`src/rtl/uart_pkg.sv`:
```
// uart_pkg: constants shared by the 8N1 UART transmitter and receiver.
// Holds the default baud divider, frame width, FSM codes and a 2-of-3 vote.
package uart_pkg;

  // 50 MHz / 9600 baud; both ends of the link use this default
  localparam int UART_CLKS_PER_BIT = 5208;
  localparam int DATA_BITS         = 8;

  localparam logic [2:0] S_IDLE  = 3'd0;
  localparam logic [2:0] S_START = 3'd1;
  localparam logic [2:0] S_DATA  = 3'd2;
  localparam logic [2:0] S_STOP  = 3'd3;
  localparam logic [2:0] S_BREAK = 3'd4;

  function automatic logic maj3(
    input logic a,
    input logic b,
    input logic c
  );
    return (a & b) | (a & c) | (b & c);
  endfunction

endpackage

```
`src/rtl/sync_2ff.sv`:
```
// sync_2ff: two-flop synchroniser for a single asynchronous bit.
// Ports: clk, reset (sync, active-high), d (async in), q (synchronised out).
module sync_2ff #(
  parameter logic RST_VAL = 1'b1
) (
  input  logic clk,
  input  logic reset,
  input  logic d,
  output logic q
);

  logic meta_q, meta_d;
  logic sync_q, sync_d;

  always_comb begin
    meta_d = d;
    sync_d = meta_q;
  end

  always_ff @(posedge clk) begin
    if (reset) begin
      meta_q <= RST_VAL;
      sync_q <= RST_VAL;
    end else begin
      meta_q <= meta_d;
      sync_q <= sync_d;
    end
  end

  assign q = sync_q;

endmodule

```
`src/rtl/uart_rx_8n1.sv`:
```
// uart_rx_8n1: 8N1 UART receiver, LSB first, mid-bit sampling.
// Ports: clk_50M, reset (sync, active-high), uart_rxd (async line),
//   rx_data (last good byte), rx_valid / frame_err (1-cycle strobes),
//   rx_busy (not idle).
// Option: define UART_RX_MAJORITY_EN for 2-of-3 voting around each
//   sample point (decision one clock later).
module uart_rx_8n1
  import uart_pkg::*;
#(
  parameter int CLKS_PER_BIT = UART_CLKS_PER_BIT,
  parameter int CNT_W        = $clog2(CLKS_PER_BIT)
) (
  input  logic                 clk_50M,
  input  logic                 reset,
  input  logic                 uart_rxd,
  output logic [DATA_BITS-1:0] rx_data,
  output logic                 rx_valid,
  output logic                 frame_err,
  output logic                 rx_busy
);

`ifdef UART_RX_MAJORITY_EN
  localparam int MAJ = 1;
`else
  localparam int MAJ = 0;
`endif

  // Start check lands at mid start bit; every later decision is
  // a whole bit period after it, so it also lands mid-bit.
  localparam logic [CNT_W-1:0] START_PT =
    CNT_W'(CLKS_PER_BIT / 2 - 1 + MAJ);
  localparam logic [CNT_W-1:0] BIT_END =
    CNT_W'(CLKS_PER_BIT - 1);

  logic rxd_s;
  logic bit_s;

  sync_2ff #(
    .RST_VAL(1'b1)
  ) u_sync (
    .clk  (clk_50M),
    .reset(reset),
    .d    (uart_rxd),
    .q    (rxd_s)
  );

`ifdef UART_RX_MAJORITY_EN
  // Two older samples of rxd_s; the vote spans cnt-2..cnt.
  logic s1_q, s1_d;
  logic s2_q, s2_d;

  always_comb begin
    s1_d = rxd_s;
    s2_d = s1_q;
  end

  always_ff @(posedge clk_50M) begin
    if (reset) begin
      s1_q <= 1'b1;
      s2_q <= 1'b1;
    end else begin
      s1_q <= s1_d;
      s2_q <= s2_d;
    end
  end

  assign bit_s = maj3(rxd_s, s1_q, s2_q);
`else
  assign bit_s = rxd_s;
`endif

  logic [2:0]           state_q, state_d;
  logic [CNT_W-1:0]     cnt_q, cnt_d;
  logic [2:0]           bit_idx_q, bit_idx_d;
  logic [DATA_BITS-1:0] shift_q, shift_d;
  logic [DATA_BITS-1:0] data_q, data_d;
  logic                 valid_q, valid_d;
  logic                 ferr_q, ferr_d;

  always_comb begin
    state_d   = state_q;
    cnt_d     = cnt_q + 1'b1;
    bit_idx_d = bit_idx_q;
    shift_d   = shift_q;
    data_d    = data_q;
    valid_d   = 1'b0;
    ferr_d    = 1'b0;
    case (state_q)
      S_IDLE: begin
        cnt_d = '0;
        if (!rxd_s) state_d = S_START;
      end
      S_START: begin
        if (cnt_q == START_PT) begin
          cnt_d = '0;
          if (!bit_s) begin
            state_d   = S_DATA;
            bit_idx_d = 3'd0;
          end else begin
            // glitch shorter than half a bit
            state_d = S_IDLE;
          end
        end
      end
      S_DATA: begin
        if (cnt_q == BIT_END) begin
          cnt_d     = '0;
          shift_d   = {bit_s, shift_q[DATA_BITS-1:1]};
          bit_idx_d = bit_idx_q + 3'd1;
          if (bit_idx_q == 3'd7) state_d = S_STOP;
        end
      end
      S_STOP: begin
        if (cnt_q == BIT_END) begin
          cnt_d = '0;
          if (bit_s) begin
            data_d  = shift_q;
            valid_d = 1'b1;
            state_d = S_IDLE;
          end else begin
            ferr_d  = 1'b1;
            state_d = S_BREAK;
          end
        end
      end
      S_BREAK: begin
        // absorb a held-low line so it cannot retrigger
        cnt_d = '0;
        if (rxd_s) state_d = S_IDLE;
      end
      default: begin
        cnt_d   = '0;
        state_d = S_IDLE;
      end
    endcase
  end

  always_ff @(posedge clk_50M) begin
    if (reset) begin
      state_q   <= S_IDLE;
      cnt_q     <= '0;
      bit_idx_q <= 3'd0;
      shift_q   <= '0;
      data_q    <= '0;
      valid_q   <= 1'b0;
      ferr_q    <= 1'b0;
    end else begin
      state_q   <= state_d;
      cnt_q     <= cnt_d;
      bit_idx_q <= bit_idx_d;
      shift_q   <= shift_d;
      data_q    <= data_d;
      valid_q   <= valid_d;
      ferr_q    <= ferr_d;
    end
  end

  assign rx_data   = data_q;
  assign rx_valid  = valid_q;
  assign frame_err = ferr_q;
  assign rx_busy   = (state_q != S_IDLE);

endmodule

```
`config.mk`:
```
export PLATFORM = sky130hd
export DESIGN_NAME = uart_rx_8n1
export DESIGN_NICKNAME = d
export VERILOG_FILES = /design/src/rtl/uart_pkg.sv /design/src/rtl/sync_2ff.sv /design/src/rtl/uart_rx_8n1.sv
export SDC_FILE = /design/constraint.sdc
export NUM_CORES = 1
export LEC_CHECK = 0
export BUFFER_PORTS_ARGS = -buffer_cell sky130_fd_sc_hd__buf_2
export CORE_ASPECT_RATIO = 1.4
export CORE_MARGIN = 5
export CORE_UTILIZATION = 40
export CTS_CLUSTER_SIZE = 10
export DETAILED_ROUTE_END_ITERATION = 8
export HOLD_SLACK_MARGIN = 0.02
export PLACE_DENSITY_LB_ADDON = 0.25
export SYNTH_ARGS = -nofsm -noshare
export SYNTH_HDL_FRONTEND = slang
export SYNTH_SLANG_ARGS = --single-unit
export TNS_END_PERCENT = 30
```
`constraint.sdc`:
```
create_clock -name clk_50M -period 2 [get_ports clk_50M]
set_clock_uncertainty 0.1 [all_clocks]
set_input_delay 0.2 -clock clk_50M [delete_from_list [all_inputs] [get_ports clk_50M]]
set_output_delay 0.2 -clock clk_50M [all_outputs]
set_load 0.05 [all_outputs]
```
---- Word level (Yosys, flattened, before mapping) ----
Index checks and enable logic that the tools add are counted.
cells by class
  $add $sub $neg .......................... 2
  eq/ne operators ......................... 14
  mux-type cells .......................... 18
  bitwise gates (word level) .............. 2
  reduce and logical (&&, ||, !) cells .... 9
operators by type and width
  operator                                                                  count
  3-bit 2-to-1 mux                                                          10
  13-bit 2-to-1 mux                                                         2
  13-bit one-hot mux with 2 select lines                                    1
  3-bit one-hot mux with 5 select lines                                     1
  13-bit by 1-bit adder with 13-bit output (second input constant)          1
  13-bit by 12-bit equality test with 1-bit output (second input constant)  1
  13-bit equality test (second input constant)                              1
  2-bit inequality test (second input constant)                             6
  3-bit by 2-bit equality test with 1-bit output (second input constant)    2
  3-bit equality test (second input constant)                               2
  3-bit one-hot mux with 2 select lines                                     1
  6-bit AND reduction                                                       1
  4-bit AND reduction                                                       1
  3-bit by 1-bit adder with 3-bit output (second input constant)            1
  3-bit by 1-bit equality test with 1-bit output (second input constant)    1
  3-bit logical NOT                                                         1
  3-bit AND reduction                                                       1
  3-bit nonzero test                                                        1
  3-bit OR reduction                                                        1
  1-bit 2-to-1 mux                                                          2
  2-bit 2-to-1 mux                                                          1
  2-bit by 1-bit inequality test with 1-bit output (second input constant)  1
  1-bit NOT                                                                 2
  2-bit AND reduction                                                       1
  other kinds (2)                                                           2
storage, ports and cells
  register bits after elaboration ......... 39
  input bits .............................. 3
  output and inout port bits .............. 11

---- Longest topological paths before layout ----
Gate-level depths: netlist (run 1).
  word-level depth ........................ 4
  gate-level depth with buffers ........... 6
  gate-level depth less buffers ........... 6

---- By module ----
From an unflattened synthesis (run 1), not the netlist that was laid out.
second synthesis, totals
  cells, all modules ...................... 176
  area total of the unflattened synthesis .. 1679.1 sq um
modules (own cells, without submodules)
  module       times used  cells an instance  area each (sq um)  seq. area each (sq um)
  uart_rx_8n1  1           172                1626.6             740.7
  sync_2ff     1           4                  52.6               40.0

---- Worst setup path before layout (run 1) ----
Ideal clock, no wire load.
  path type ............................... register to register
  from .................................... register cnt_q[0]
  to ...................................... register cnt_q[5]
  setup time .............................. 115 ps
  arrival time ............................ 1395 ps
  data required time ...................... 1785 ps
  slack ................................... 390 ps
  cell stages (with the launch flop) ...... 7
  buffers on the path ..................... 1
  clock period less this slack ............ 1610 ps
  path through ............................ dfxtp_1 > ha_1 > and4bb_2 > a31oi_1 > a22oi_2 > buf_6 > nor2_1
on the way
  cells in the longest elaborated chain, start to end .. 3
ends and longest elaborated chain
  item                                                                    line                                                       source
  start: declaration                                                      uart_rx_8n1.sv:73                                          logic [CNT_W-1:0] cnt_q, cnt_d;
  start signal: assignment                                                uart_rx_8n1.sv:149                                         cnt_q <= cnt_d;
  13-bit by 1-bit adder with 13-bit output, or another cell as far along  uart_rx_8n1.sv:82                                          cnt_d = cnt_q + 1'b1;
  13-bit 2-to-1 mux (on tied branches)                                    uart_rx_8n1.sv:106, uart_rx_8n1.sv:114, uart_rx_8n1.sv:94
  13-bit one-hot mux with 2 select lines (*)                              uart_rx_8n1.sv:88                                          case (state_q)
Every way passes the cells marked *; elsewhere a longest branch is shown, timed or not.
A chain may end at the register's enable or synchronous reset.

---- Worst setup path in the final report (run 1) ----
  from .................................... register cnt_q[0]
  to ...................................... register shift_q[6]
on the way
  cells in the longest elaborated chain, start to end .. 2
ends and longest elaborated chain
  item                                  line                source
  13-bit equality test                  uart_rx_8n1.sv:106  if (cnt_q == BIT_END) begin
  2-bit AND reduction (no source line)  n/a
  end signal: assignment                uart_rx_8n1.sv:151  shift_q <= shift_d;
  end: declaration                      uart_rx_8n1.sv:75   logic [DATA_BITS-1:0] shift_q, shift_d;
No other way between the ends.

==> metrics.csv, run 1 <==
stage;metric;value;unit
min_path;hold crit path type;in -> reg;
logic_synthesis;Mapped Area;1705;um^2
logic_synthesis;synthesized netlist cell count;180;
sta;max_slew headroom;74.78;%
worst_setup_path;Worst path slowest cell;dfxtp_1;
power_and_ir_drop;Cell Pwr Density;757.9;nW/um^2
floorplan;Top Ports;14;
sta;Hold Fails Final Rpt;0;
sta;fmax;568.5;MHz
routing;Avg WL per Cell;12.53;um
logic_synthesis;area leader, netlist;dfxtp_1;
power_and_ir_drop;worst IR drop on VDD;0.4820;mV
logic_synthesis;syn avg cell area;9.474;um^2
power_and_ir_drop;Pint;1.162;mW
floorplan;Die Ht;87.26;um
power_and_ir_drop;Tot Pwr;1.463;mW
logic_synthesis;asr flop ratio synth;0;%
logic_synthesis;Synth Register Bits;39;
grt;largest net degree at the start of global routing;25;
worst_setup_path;critical path type;reg -> reg;
clock_tree;Clock Sinks;39;
grt;initial antenna violation count;0;
routing;antenna viol nets, final;0;
routing;DR pass1 iterations;4;
sta;fin crit period;1.759;ns
layout;nets;202;
grt;Total Routing Usage GR;12.35;%
worst_setup_path;CP cell instances;ha_1, and4bb_2, nand4_2, buf_4, mux2i_1, nor2_1;
logic_synthesis;Simple-Gate Fraction of Synth Area;26.71;%
sta;Slew Viols, Final;0;
layout;Final Non-Filler Cells;242;
layout;Final Util;46.31;%
worst_setup_path;CP Data Required Time;2.08;ns
placed_design;post-placement cell area;1808;um^2
placed_design;GPL Wtd Cong;0.8166;
logic_synthesis;post-synthesis sequential area ratio;45.78;%
sta;setup TNS;0;ns
floorplan;FP Rows;28;
floorplan;core footprint;4169;um^2
clock_tree;CTS Buf Count;5;
grt;GR Overflow Total;0;
power_and_ir_drop;Sequential Power Share;53.6;%
clock_tree;CTS H-tree depth;2;
placed_design;Post-DP HPWL;2263;um
power_and_ir_drop;Sw Ratio;20.58;%
power_and_ir_drop;Logic pwr share;2.2;%
flow_run;Max Cap Viol;0;
clock_tree;clock buffer depth;2;
worst_setup_path;critical path arrival;1.84;ns
power_and_ir_drop;clock network power share;44.2;%
logic_synthesis;number of distinct library cells after synthesis;35;
clock_tree;clk root buf;clkbuf_8;
power_and_ir_drop;Sw Pwr;0.3011;mW
layout;antenna fix cells;0;
worst_setup_path;CP bufs+invs;1;
worst_setup_path;Crit path largest cell delay;0.36;ns
worst_setup_path;CP endpoint kind;register;
clock_tree;clk_lat worst skew;0.28;ns
sta;period utilisation layout;87.96;%
logic_synthesis;number of synthesized flops with an enable pin;0;
placed_design;placed instance count;233;
routing;Residual DRC;0;
logic_synthesis;syn nets;186;
logic_synthesis;Synth Area in Compound Gates;4.329;%
floorplan;Starting Density;40.91;%
sta;Least-Margin Pin Slew;0.3730;ns
clock_tree;Clock Pin Slew Worst Setup and Hold Paths;0.08;ns
logic_synthesis;adder-cell share of the synthesized area;2.201;%
placed_design;number of port buffers;13;
routing;DR iter-0 viols;71;
floorplan;Die ar.;5688;um^2
logic_synthesis;post-synthesis xor/xnor area fraction;6.163;%
routing;average vias per placed instance;5.264;
logic_synthesis;post-synth top area share;45.78;%
layout;fin area;1931;um^2
sta;Setup-failing EPs final;0;
clock_tree;Gates resized, CTS repair;0;
floorplan;chip width;65.19;um
logic_synthesis;mux contribution to synthesized area;9.978;%
worst_setup_path;Crit Path Max Fanout;8;
layout;share of layout cells above drive strength 1;18.78;%
logic_synthesis;main combinational cell family by area after synthesis;simple AND/OR/NAND/NOR gates;
worst_setup_path;crit start category;register;
logic_synthesis;Synth area leaders;dfxtp_1 46%, mux2i_1 10%, nor2_1 7.5%;
sta;RSZ-0062 raised after global routing;no;
layout;Layout Area Growth over Synthesis;13.21;%
routing;Post-Route WL;3033;um
routing;via count;1274;
grt;number of global-route vias before repair;1250;
power_and_ir_drop;leakage;0.8183;nW
worst_setup_path;cell family with the largest share of critical-path delay;simple AND/OR/NAND/NOR gates;
clock_tree;postcts setup bufs;0;
grt;first-pass GRT wire length;5478;um
layout;Layout fillers;408;
clock_tree;CTS tree;yes;
logic_synthesis;Synth warnings;0;
logic_synthesis;Top FF cell, synth;dfxtp_1;
outcome;outcome;complete, no violations;
-- cell usage after synthesis (3+ instances only) --
cell / instances
ha_1: 3
and4bb_2: 5
or2_0: 3
clkbuf_1: 4
xnor2_1: 9
nand3_1: 10
a21oi_1: 3
xor2_1: 3
nand4_1: 3
nor4_1: 3
nand2_1: 6
inv_1: 7
nor3_1: 6
dfxtp_1: 39
nor2_1: 34
mux2i_1: 17
-- layout by cell type (no fill, tap or decap), types with 6 or more instances in the layout --
master	Yosys	routed
xnor2_1	9	9
mux2i_1	17	17
nand2_1	6	6
inv_1	7	7
dfxtp_1	39	39
nor3_1	6	6
buf_2	2	13
nor2_1	34	34
nand3_1	10	10
-- path summary, 6_finish.rpt --
kind | start | endpoint | slack (ns) | depth (start not counted)
worst max register to register | cnt_q[0]$_SDFF_PP0_ | shift_q[6]$_SDFFE_PP0P_ | 0.24 | 6
worst max-delay path | cnt_q[0]$_SDFF_PP0_ | shift_q[6]$_SDFFE_PP0P_ | 0.24 | 6
worst min register to register | u_sync.meta_q$_SDFF_PP1_ | u_sync.q$_SDFF_PP1_ | 0.31 | 1
worst min-delay path | reset | state_q[0]$_SDFFE_PP0P_ | 0.14 | 4
-- through the flow --
step | hold WS, ns | worst slack (ns)
after global placement | 0.2883 | 0.2899
after floorplan | 0.2038 | 0.3901
final | 0.1449 | 0.2409
after global routing | 0.1638 | 0.07080
after detailed placement | 0.2903 | 0.2351
after CTS | 0.1333 | 0.2236
-- power groups by stage --
stage	Clock (mW)	Combinational (mW)	Sequential (mW)
final	0.647	0.0317	0.785
after global routing	0.707	0.0361	0.785
after CTS	0.671	0.0326	0.785
after detailed placement	0	0.0310	0.803
after global placement	0	0.0300	0.803
after floorplan	0	0.0264	0.800
-- area by class of cell --
cell class / count / area, um^2 / share of cell area, %
inverter: 7 / 26.28 / 1.361
clock buffer: 5 / 68.82 / 3.564
timing repair buffer: 19 / 112.6 / 5.833
sequential: 39 / 780.7 / 40.44
clock inverter: 3 / 43.79 / 2.268
tap: 45 / 56.30 / 2.916
multi-input combinational: 124 / 842.1 / 43.62
-- worst register-to-register path, stage by stage, from the launching register on --
cell	delay (ns)
dfxtp_1	0.36
ha_1	0.24
and4bb_2	0.30
nand4_2	0.20
buf_4	0.25
mux2i_1	0.15
nor2_1	0.06
-- state kept, by name, summed over array words and instances (netlist names) --
| name | count |
|---|---|
| cnt_q | 13 |
| rx_data | 8 |
| shift_q | 8 |
| bit_idx_q | 3 |
| state_q | 3 |
| frame_err | 1 |
| rx_valid | 1 |
| u_sync.meta_q | 1 |
| u_sync.q | 1 |
-- per-layer routing --
metal	vias up	wire, um	GRT usage [%]
li1	653	-	-
met1	605	1322	13.46
met2	12	1593	21.75
met3	4	75	2.842
met4	0	42	6.792
met5	-	0	0
-- kinds of logic (layout without fill, tap and decap cells) --
logic type,after synthesis,in the layout
and+or+nand+nor,82,82
DFF,39,39
muxes,17,17
buffers and inverters,17,34
xor gates and xnor gates,12,12
AOI/OAI and AO/OA,10,10
adders and majority gates,3,3
-- what timing repair did --
action / in CTS / in global routing
hold buffers: 1 / 0
setup endpoints to repair: 0 / 0
endpoints found under the hold margin: 1 / 0
(Power assumes the default switching activity.)
==> inputs of run 2 (changes only) <==
--- a/config.mk
+++ b/config.mk
@@ -12,8 +12,9 @@
 export CTS_CLUSTER_SIZE = 10
 export DETAILED_ROUTE_END_ITERATION = 8
 export HOLD_SLACK_MARGIN = 0.02
-export PLACE_DENSITY_LB_ADDON = 0.25
+export PLACE_DENSITY = 0.61
 export SYNTH_ARGS = -nofsm -noshare
 export SYNTH_HDL_FRONTEND = slang
+export SYNTH_HIERARCHICAL = 1
 export SYNTH_SLANG_ARGS = --single-unit
 export TNS_END_PERCENT = 30
==> run 2 against run 1 <==
The run now ends with setup timing left; count of clock-buffer cells in the layout unchanged; sequential cell count unchanged; sequential power up 2%; final cell count up 6.2%; largest cell class unchanged; highest routed layer unchanged.
==> metrics.csv, run 2 <==
stage;metric;value;unit
outcome;outcome;finished with violations;
outcome;failing checks;setup timing;
grt;GR Overflow Total;0;
layout;commonest non-fill, non-tap cells in the layout;37 x nor2_1, 35 x dfxtp_1, 17 x buf_4, 16 x mux2i_1, 14 x buf_2;
grt;largest net degree at the start of global routing;32;
grt;first-pass GRT wire length;5768;um
logic_synthesis;area leader, netlist;dfxtp_1;
floorplan;Starting Density;40.62;%
sta;Hold Fails Final Rpt;0;
clock_tree;clk root buf;clkbuf_8;
logic_synthesis;Mapped Area;1679;um^2
grt;initial antenna violation count;0;
sta;period utilisation layout;101.7;%
flow_run;Max Cap Viol;0;
worst_setup_path;CP endpoint kind;register;
layout;share of layout cells above drive strength 1;29.72;%
logic_synthesis;Synth warnings;6;
logic_synthesis;post-synth top area share;46.50;%
power_and_ir_drop;Tot Pwr;1.745;mW
worst_setup_path;critical path arrival;2.11;ns
grt;number of global-route vias before repair;1348;
routing;via count;1323;
logic_synthesis;number of distinct library cells after synthesis;36;
logic_synthesis;number of synthesized flops with an enable pin;0;
logic_synthesis;post-synthesis sequential area ratio;46.50;%
logic_synthesis;syn avg cell area;9.540;um^2
placed_design;number of port buffers;13;
worst_setup_path;crit start category;register;
worst_setup_path;Crit Path Max Fanout;4;
routing;Residual DRC;0;
routing;DR iter-0 viols;13;
sta;Least-Margin Pin Slew;0.4842;ns
worst_setup_path;cell family with the largest share of critical-path delay;simple AND/OR/NAND/NOR gates;
worst_setup_path;critical path type;reg -> reg;
layout;nets;217;
power_and_ir_drop;leakage;0.9001;nW
logic_synthesis;Post-synth top cells;39 x dfxtp_1, 37 x nor2_1, 16 x mux2i_1;
sta;Setup-failing EPs final;3;
sta;fmax;491.7;MHz
clock_tree;Clock Sinks;39;
routing;average vias per placed instance;5.148;
clock_tree;CTS tree;yes;
layout;Layout fillers;385;
placed_design;pre-CTS WS;-0.06230;ns
logic_synthesis;syn nets;182;
placed_design;Post-DP HPWL;2498;um
worst_setup_path;Crit path largest cell delay;0.54;ns
worst_setup_path;CP cell instances;or4b_4, nor4_4, o22ai_2, or2_4, mux2_4;
logic_synthesis;synthesized netlist cell count;176;
sta;Hold WS;0.2443;ns
routing;DR pass1 iterations;4;
clock_tree;clk_lat worst skew;0.29;ns
floorplan;Top Ports;14;
placed_design;post-placement cell area;1938;um^2
layout;max reg flops;13;
floorplan;chip width;64.76;um
logic_synthesis;asr flop ratio synth;0;%
layout;commonest non-fill, non-tap cell in the layout;nor2_1;
clock_tree;clock buffer depth;2;
logic_synthesis;Top FF cell, synth;dfxtp_1;
layout;Layout Area Growth over Synthesis;28.09;%
placed_design;placed instance count;246;
routing;antenna viol nets, final;0;
sta;final setup margin;-0.03387;ns
logic_synthesis;Synth area leaders;dfxtp_1 46%, mux2i_1 9.5%, nor2_1 8.3%;
clock_tree;CTS H-tree depth;2;
clock_tree;CTS Buf Count;5;
floorplan;FP Rows;28;
grt;Total Routing Usage GR;12.95;%
sta;setup TNS;-0.08273;ns
placed_design;GPL Wtd Cong;0.8350;
power_and_ir_drop;Cell Pwr Density;811.2;nW/um^2
sta;Slew Viols, Final;0;
sta;fin crit period;2.034;ns
routing;Avg WL per Cell;13.51;um
floorplan;Die Ht;86.66;um
logic_synthesis;Synth Register Bits;39;
routing;Post-Route WL;3472;um
layout;fin area;2151;um^2
sta;RSZ-0062 raised after global routing;yes;
clock_tree;Clock Pin Slew Worst Setup and Hold Paths;0.08;ns
layout;antenna fix cells;0;
power_and_ir_drop;worst IR drop on VDD;0.4564;mV
layout;Final Util;52.03;%
floorplan;core footprint;4134;um^2
worst_setup_path;CP Data Required Time;2.07;ns
floorplan;Die ar.;5612;um^2
worst_setup_path;CP bufs+invs;0;
min_path;hold crit path type;in -> reg;
sta;max_slew headroom;67.72;%
logic_synthesis;count leader, synth;dfxtp_1;
layout;most flop-heavy register;cnt_q;
layout;Final Non-Filler Cells;257;
worst_setup_path;Worst path slowest cell;or4b_4;
## run 2: changes by cell type in the layout (fill, tap and decap cells not counted), sizes merged, moves of 3 or more
cell / delta
nor4b: -3
a21oi: -3
o22ai: +3
nand2b: +3
nand3: -5
and4bb: -5
nor2: +3
buf: +17
inv: -4
xor2: +4
mux2: +3
xnor2: -4
nor2b: +5
## run 2: logic make-up (layout without fill, tap and decap cells)
family | count (synthesis) | count (layout) | share of synthesized area (%)
XOR/XNOR | 12 | 12 | 6.259
AND/OR/NAND/NOR | 84 | 84 | 26.75
buffers and inverters | 10 | 46 | 2.459
multiplexers | 19 | 19 | 12.22
adder cells (fa/ha/maj) | 3 | 3 | 2.236
AO/OA/AOI/OAI | 9 | 9 | 3.577
flip-flops | 39 | 39 | 46.50
## run 2: area by class of cell
class	instances	area [um^2]	area share, %
Tap cell	45	56.30	2.618
Sequential cell	39	785.8	36.53
Multi-Input combinational cell	127	924.6	42.99
Inverter	2	7.507	0.3490
Clock inverter	3	46.29	2.152
Clock buffer	5	68.82	3.200
Timing Repair Buffer	36	261.5	12.16
## run 2: final timing paths
check                                 from                      end  slack [ns]  cells past startpoint
setup / recovery       cnt_q[5]$_SDFF_PP0_  state_q[0]$_SDFFE_PP0P_       -0.03                      5
hold reg to reg   u_sync/meta_q$_SDFF_PP1_      u_sync/q$_SDFF_PP1_        0.33                      1
setup reg to reg       cnt_q[5]$_SDFF_PP0_  state_q[0]$_SDFFE_PP0P_       -0.03                      5
hold / removal                       reset  shift_q[4]$_SDFFE_PP0P_        0.24                      2
## run 2: repair_timing
action,4_1_cts,5_1_grt
hold endpoints to repair,1,0
pin swaps,1,2
hold buffers,1,0
endpoints found under the setup margin,3,13
gates resized for setup,9,11
setup buffers,0,1
cloned,0,1
## run 2: metal layers
layer,global-route usage [%],routed length (um)
met5,0,0
met4,8.462,153
met3,3.113,85
met2,23.74,1878
met1,12.68,1354
## run 2: power breakdown
group,leakage (nW),total (mW),internal (mW),switching (mW)
combinational,0.529,0.279,0.135,0.144
clock,0.0548,0.665,0.376,0.289
sequential,0.317,0.801,0.791,0.0102
## run 2: worst register-to-register path, stage by stage (launching register included)
cell,delay [ns]
dfxtp_1,0.31
or4b_4,0.54
nor4_4,0.24
o22ai_2,0.13
or2_4,0.29
mux2_4,0.30
